--- config.mk ---
export PLATFORM = sky130hd
export DESIGN_NAME = sound_scheduler
export DESIGN_NICKNAME = d
export VERILOG_FILES = /design/src/rtl/sound_scheduler.sv
export SDC_FILE = /design/constraint.sdc
export NUM_CORES = 1
export LEC_CHECK = 0
export CAP_MARGIN = 20
export CORE_MARGIN = 2
export CORE_UTILIZATION = 37
export DETAILED_ROUTE_END_ITERATION = 12
export SKIP_CTS_REPAIR_TIMING = 1
export SLEW_MARGIN = 20
export SYNTH_ARGS = -nofsm -noshare
export SYNTH_HDL_FRONTEND = slang
export SYNTH_SLANG_ARGS = --single-unit
export TNS_END_PERCENT = 1
--- constraint.sdc ---
create_clock -name CLOCK_50 -period 3.26 [get_ports CLOCK_50]
set_input_delay 0.489 -clock CLOCK_50 [delete_from_list [all_inputs] [get_ports CLOCK_50]]
set_output_delay 0.489 -clock CLOCK_50 [all_outputs]
set_load 0.01 [all_outputs]
--- src/rtl/sound_scheduler.sv ---
// Fixed-priority sequencer of four ROM sound clips into the audio FIFO.
// Define SOUND_SCHED_LOOP_EN to honour the loop input; otherwise every clip plays once.
module sound_scheduler #(
    parameter int DIV    = 1200,
    parameter int ADDR_W = 18
) (
    input  logic              CLOCK_50,
    input  logic              reset,
    input  logic [3:0]        req,
    input  logic              stop,
    input  logic              loop,
    output logic [ADDR_W-1:0] rom_addr,
    input  logic [5:0]        rom_q,
    input  logic              audio_out_allowed,
    output logic              write_audio_out,
    output logic [31:0]       left_channel_audio_out,
    output logic              busy,
    output logic [1:0]        active_clip,
    output logic              done,
    output logic              overrun
);
    localparam int DW = $clog2(DIV);
    localparam logic [DW-1:0] DIV_MAX = DW'(DIV - 1);

    localparam logic [ADDR_W-1:0] WIN_S = ADDR_W'(0);
    localparam logic [ADDR_W-1:0] WIN_E = ADDR_W'(16395);
    localparam logic [ADDR_W-1:0] MOO_S = ADDR_W'(16396);
    localparam logic [ADDR_W-1:0] MOO_E = ADDR_W'(66982);
    localparam logic [ADDR_W-1:0] DET_S = ADDR_W'(66983);
    localparam logic [ADDR_W-1:0] DET_E = ADDR_W'(83254);
    localparam logic [ADDR_W-1:0] CHR_S = ADDR_W'(83255);
    localparam logic [ADDR_W-1:0] CHR_E = ADDR_W'(137138);

    typedef enum logic {
        IDLE,
        PLAY
    } state_t;

    state_t            state, state_n;
    logic [ADDR_W-1:0] addr_n;
    logic [1:0]        clip_n;
    logic [DW-1:0]     div, div_n;
    logic [3:0]        pend, pend_n, pend_eff, clr;
    logic [5:0]        sample_reg, sample_n;
    logic              sample_valid, sv_n;
    logic              done_n, ovr_n;
    logic [1:0]        pick;
    logic              tick, load, loop_act;

    function automatic logic [ADDR_W-1:0] clip_start(input logic [1:0] c);
        logic [ADDR_W-1:0] r;
        unique case (c)
            2'd0: r = WIN_S;
            2'd1: r = MOO_S;
            2'd2: r = DET_S;
            2'd3: r = CHR_S;
        endcase
        return r;
    endfunction

    function automatic logic [ADDR_W-1:0] clip_end(input logic [1:0] c);
        logic [ADDR_W-1:0] r;
        unique case (c)
            2'd0: r = WIN_E;
            2'd1: r = MOO_E;
            2'd2: r = DET_E;
            2'd3: r = CHR_E;
        endcase
        return r;
    endfunction

    assign busy                   = (state == PLAY);
    assign write_audio_out        = sample_valid & audio_out_allowed;
    assign left_channel_audio_out = {sample_reg, 26'b0};

    always_comb begin
        // Requests in flight count as pending so an idle scheduler starts next cycle
        pend_eff = stop ? 4'b0 : (pend | req);
        priority case (1'b1)
            pend_eff[0]: pick = 2'd0;
            pend_eff[1]: pick = 2'd1;
            pend_eff[2]: pick = 2'd2;
            pend_eff[3]: pick = 2'd3;
            default:     pick = 2'd0;
        endcase
        tick     = (state == PLAY) && (div == DIV_MAX);
        load     = 1'b0;
        state_n  = state;
        addr_n   = rom_addr;
        clip_n   = active_clip;
        div_n    = '0;
        done_n   = 1'b0;
        clr      = 4'b0;
        unique case (state)
            IDLE: begin
                addr_n = '0;
                if (|pend_eff) load = 1'b1;
            end
            PLAY: begin
                div_n = tick ? '0 : div + 1'b1;
                if (tick) begin
                    if ((|pend_eff) && (pick < active_clip)) begin
                        load = 1'b1;
                    end else if (rom_addr != clip_end(active_clip)) begin
                        addr_n = rom_addr + 1'b1;
                    end else if (loop_act) begin
                        addr_n = clip_start(active_clip);
                    end else if (|pend_eff) begin
                        load   = 1'b1;
                        done_n = 1'b1;
                    end else begin
                        state_n = IDLE;
                        addr_n  = '0;
                        done_n  = 1'b1;
                    end
                end
            end
        endcase
        if (load) begin
            state_n = PLAY;
            addr_n  = clip_start(pick);
            clip_n  = pick;
            div_n   = '0;
            clr     = 4'b0001 << pick;
        end
        pend_n   = pend_eff & ~clr;
        sample_n = tick ? rom_q : sample_reg;
        if (tick) sv_n = 1'b1;
        else if (write_audio_out) sv_n = 1'b0;
        else sv_n = sample_valid;
        ovr_n = overrun | (tick & sample_valid & ~audio_out_allowed);
        if (stop) begin
            state_n = IDLE;
            addr_n  = '0;
            div_n   = '0;
            done_n  = 1'b0;
            sv_n    = 1'b0;
        end
    end

    always_ff @(posedge CLOCK_50) begin
        if (reset) begin
            state        <= IDLE;
            rom_addr     <= '0;
            active_clip  <= 2'd0;
            div          <= '0;
            pend         <= 4'b0;
            sample_reg   <= 6'd0;
            sample_valid <= 1'b0;
            done         <= 1'b0;
            overrun      <= 1'b0;
        end else begin
            state        <= state_n;
            rom_addr     <= addr_n;
            active_clip  <= clip_n;
            div          <= div_n;
            pend         <= pend_n;
            sample_reg   <= sample_n;
            sample_valid <= sv_n;
            done         <= done_n;
            overrun      <= ovr_n;
        end
    end

`ifdef SOUND_SCHED_LOOP_EN
    logic loop_q;

    always_ff @(posedge CLOCK_50) begin
        if (reset) loop_q <= 1'b0;
        else if (load) loop_q <= loop;
    end

    assign loop_act = loop_q;
`else
    logic unused_loop;

    assign unused_loop = loop;
    assign loop_act    = 1'b0;
`endif
endmodule

-- After elaboration in Yosys (flattened, before gate mapping)
Cells that the tools add are included.
- reductions and logical operators: 10
- equality and inequality tests: 11
- order comparisons: 1
- muxes and demuxes: 30
- shift operators: 1
- $add $sub $neg: 2
- bitwise logic cells: 10
- operators with widths (kind ; count):
    $mux W18 ; 8
    $pmux W18 S4 ; 2
    $pmux W18 S2 ; 1
    $add A18 B1 Y18 const B ; 1
    $ne A18 B18 Y1 ; 1
    $mux W1 ; 12
    $add A11 B1 Y11 const B ; 1
    $eq A11 B11 Y1 const B ; 1
    $reduce_or A5 Y1 ; 2
    $eq A2 B2 Y1 const B ; 4
    $mux W2 ; 4
    $mux W4 ; 2
    $and A4 B4 Y4 ; 1
    $eq A2 B1 Y1 const B ; 2
    $logic_not A2 Y1 ; 2
    $ne A4 B3 Y1 const B ; 1
    $not A4 Y4 ; 1
    $or A4 B4 Y4 ; 1
    $reduce_or A4 Y1 ; 1
    $shl A1 B2 Y4 const A ; 1
    $and A1 B1 Y1 ; 3
    $ne A3 B1 Y1 const B ; 1
    $ne A3 B3 Y1 const B ; 1
    $not A1 Y1 ; 3
    7 further kinds ; 8
- register bits after elaboration: 45
- bits of input ports: 15
- output and inout port bits: 56
- logic and storage cells: 74

-- Longest topological paths before layout
- depth in word-level cells: 19
- gate-level depth with buffers: 11
- gate-level depth less buffers: 10

-- Least setup slack after synthesis
OpenSTA, ideal clock, no wires.
- path kind: input -> register
- start point: in req[1]
- end point: reg rom_addr[16]
- slack: 582 ps
- required time: 3133 ps
- data arrival time: 2551 ps
- stages: 10
- setup time: 127 ps
- buffers on the path: 0
- cells stage by stage: nor2_1 -> nand2_1 -> or3_1 -> inv_1 -> ha_1 -> a21oi_1 -> o211ai_1 -> nor2_1 -> o31ai_1 -> or3_1
- cells in the longest elaborated chain, start to end: 11
- elaborated cells on any way between the ends: 22
- classes of those cells: order compare: 1; eq/ne: 6; mux: 10; bitwise: 1; reduce/logical: 4
- RTL lines (what ; RTL line ; RTL):
    from (decl) ; 9 ; input logic [3:0] req,
    $or A4 B4 Y4 (*) ; 78 ; pend_eff = stop ? 4'b0 : (pend | req);
    $mux W4 (*) ; 78 ;
    $mux W2 (*) (2 in a row) ; 79 ; priority case (1'b1)
    net pick[1] ; 47 ; logic [1:0] pick;
    $lt A2 B2 Y1 ; 102 ; if ((|pend_eff) && (pick < active_clip)) begin
    $logic_and A1 B1 Y1 ; 102 ;
    $mux W1 ; 102 ;
    $mux W1 ; 101 ; if (tick) begin
    $pmux W1 S2 ; 94 ; unique case (state)
    $ne A4 B3 Y1 (no line) (tied with other cells) ; n/a ;
    $reduce_and A3 Y1 (no line) ; n/a ;
    to (signal assigned) ; 154 ; rom_addr <= addr_n;
    to (decl) ; 12 ; output logic [ADDR_W-1:0] rom_addr,
Mark *: on every way through the listed nets, which the timed path passes. The rest lies on a longest branch. The select of a mux whose other input is x is not followed.
A chain may end at the register's enable or synchronous reset.

-- Final worst setup path
- start point: reg active_clip[0]
- end point: reg rom_addr[10]
- cells in the longest elaborated chain, start to end: 12
- elaborated cells on any way between the ends: 24
- classes of those cells: order compare: 1; eq/ne: 7; mux: 13; reduce/logical: 3
- RTL lines (what ; RTL line ; RTL):
    from (decl) ; 18 ; output logic [1:0] active_clip,
    from (signal assigned) ; 155 ; active_clip <= clip_n;
    $eq A2 B2 Y1 (tied with other cells) ; 63 ; unique case (c)
    $pmux W18 S4 ; 63 ;
    $mux W18 ; 102 ;
    $mux W18 ; 101 ;
    $mux W18 ; 94 ;
    $ne A18 B18 Y1 ; 104 ; end else if (rom_addr != clip_end(active_clip)) begin
    $mux W1 ; 104 ;
    $mux W1 ; 102 ;
    $mux W1 ; 101 ;
    $pmux W1 S2 ; 94 ;
    $ne A4 B3 Y1 (no line) (tied with other cells) ; n/a ;
    $reduce_and A3 Y1 (no line) ; n/a ;
Several ways; a longest one is shown, not always the timed one. The select of a mux whose other input is x is not followed.

==> flow_summary.ini <==
[critical_path]
crit_type = reg2reg
arrival_ps = 3170
worstPathCellList = inv_1 > ha_1 > or3_1 > a222oi_1 > o211ai_2 > o21ai_1 > o32ai_1 > a22o_1
cp-start-kind = flop
critPathSlowestCell = o21ai_1
cp.required_ps = 3470
crit_path_max_incr_delay_ps = 590
r2r_cells = 8
path_max_fanout = 8
reg2reg_slack_ps = 300
setup.worst_path.end_class = flop

[grt]
grt_start_max_net_pins = 17
met1_usage = 0.278
use_met3 = 0.0354
antenna_found_initial = 0
overflow = 0
busiest_layer = met2
grt_use_total = 0.190
grt_pass1_vias = 2276
grt_use_met2 = 0.289
grt_pass1_wl_um = 11600

[cells_and_area]
diodes = 0
layout_common_cells = dfxtp_1, clkdlybuf4s50_1, nand2_1, nor2_1, conb_1
largest_register_ffs = 18
fill_cells = 682
nets = 408
utilization = 0.481
final_common_cell = dfxtp_1
area_growth_pct = 24.7
layout-drive-gt1-share = 0.0829

[sta]
period_minus_slack_ps = 2960
skew_ps = 9.60
maxSlewViolCount = 0
setup_viol = 0
setup-tns-final_ps = 0
finalHoldViolations = 0
min_period_over_period = 0.908
max_slew_margin = 0.562
worst_slew_pin_slew_ps = 652
fmax_mhz = 338
rsz0062_at_grt = false

[floorplan]
die_w_um = 88.6
num_rows = 30
dieArea_sq_um = 7860
ioPinCount = 71
initial_core_util = 0.386
die_y_um = 88.6
core_area_sq_um = 6870

[logic_synthesis]
synthFlopType = dfxtp_1
ys_seq_area_frac = 0.340
synth-edff-count = 0
synth_async_sr_flop_share = 0
synth_area_leader_cell = dfxtp_1
synth.distinct_cells = 52
syn-instance-count = 331
synth_top_area_share = 0.340
synth_top_cells_by_area = dfxtp_1, buf_4, nand2_1
syn_area_per_cell_sq_um = 8.01
ys_warn_count = 0
syn_area_sq_um = 2650
ys_ff_latch = 45

[drt]
drt_iter0_drc = 181
vias = 2556
drt_pre_antenna_iters = 5
wl_um = 6960
ant_nets = 0
viasPerCell = 5.30
wl_per_cell_um = 14.4
post-route-drc-count = 0

[power]
vdd_ir_drop_max_mv = 0.175
powerDensity_nw_per_um2 = 363
p_leak_nw = 1.21

[hold_path]
hold_path_class = reg2reg
hold_depth = 1

[place]
hpwl_um = 5060
port_buffers = 43
gp_congestion = 0.903

[clocking]
cts_buffers = 5
cts_htree_levels = 2
cts_tree = done
clock_latency_ps = 310
cts.sinks = 45
path_clk_slew_ps = 90
clockBufferDepth = 2
root_buffer = clkbuf_8

[job]
maxCapViolCount = 0

[run_status]
status = complete, no violations
power by group:
| group | internal, mW | leakage [nW] | total (mW) | switching [mW] |
|---|---|---|---|---|
| Clock | 0.305 | 0.0681 | 0.509 | 0.204 |
| Combinational | 0.0527 | 0.778 | 0.127 | 0.0745 |
| Sequential | 0.556 | 0.364 | 0.566 | 0.00978 |
| Total | 0.913 | 1.21 | 1.20 | 0.288 |
metrics by stage:
| stage | hold WS, ps | power [mW] | instance area [sq um] | std cells | setup slack [ps] |
|---|---|---|---|---|---|
| 4_1_cts | 451 | 1.22 | 3310 | 482 | 316 |
| 6_report | 445 | 1.20 | 3310 | 482 | 301 |
| 3_3_place_gp | 430 | 0.703 | 3170 | 474 | 55.0 |
| 5_1_grt | 476 | 1.26 | 3310 | 482 | 98.5 |
| 3_5_place_dp | 437 | 0.704 | 3170 | 474 | 65.4 |
| 2_1_floorplan | 413 | 0.671 | 2740 | 356 | 582 |
per-layer routing:
metal	share of wire	vias to the layer above	wire length, um
li1	-	1272	-
met1	0.47	1198	3290
met2	0.46	80	3190
met3	0.061	6	422
met4	0.0095	0	66
met5	0	-	0
final cells by class:
cell class / instances / area (sq um) / share of cell area
clock buffers: 5 / 68.8 / 0.0208
clock inverters: 3 / 65.1 / 0.0197
inverters: 6 / 22.5 / 0.00681
multi-input cells: 269 / 1590 / 0.480
flip-flops and latches: 45 / 901 / 0.273
well taps: 96 / 120 / 0.0363
repair buffers: 58 / 543 / 0.164
logic make-up after synthesis:
group,Yosys count,synth area share
AND/OR/NAND/NOR,146,0.280
AO/OA/AOI/OAI,78,0.208
flip-flops,45,0.340
buffers and inverters,42,0.0973
XOR/XNOR,11,0.0364
adder cells (fa/ha/maj),8,0.0378
other,1,0.00142
worst max-delay path: cells and delay by family (launching register included):
family          cells  cell delay [ps]
flops               1              430
fa+ha+maj           1              320
simple gates        1              300
compound gates      5             1670
buf+inv             1              120
Yosys cell counts, types with 2 or more instances:
| library cell | n |
|---|---|
| a211o_1 | 4 |
| a21o_1 | 2 |
| a21oi_1 | 15 |
| a22o_1 | 5 |
| a311oi_1 | 2 |
| and2_1 | 5 |
| and3_1 | 6 |
| and4_1 | 3 |
| buf_2 | 2 |
| buf_4 | 26 |
| clkbuf_1 | 8 |
| dfxtp_1 | 45 |
| ha_1 | 8 |
| inv_1 | 6 |
| nand2_1 | 42 |
| nand3_1 | 13 |
| nand3b_1 | 3 |
| nand4_1 | 7 |
| nor2_1 | 29 |
| nor3_1 | 9 |
| nor4_1 | 7 |
| o2111ai_1 | 3 |
| o211a_1 | 2 |
| o211ai_1 | 3 |
| o211ai_2 | 2 |
| o21ai_0 | 19 |
| o22ai_1 | 2 |
| o31ai_1 | 3 |
| o32ai_1 | 4 |
| o41ai_1 | 2 |
| or2_2 | 2 |
| or3_1 | 11 |
| or4_1 | 3 |
| xnor2_1 | 8 |
| xor2_1 | 3 |
worst paths after layout:
path	startpoint	end
worst min register to register	div[0]	div[0]
worst min-delay path	div[0]	div[0]
worst max register to register	active_clip[0]	rom_addr[10]
worst max-delay path	active_clip[0]	rom_addr[10]
(Power assumes the default switching activity.)
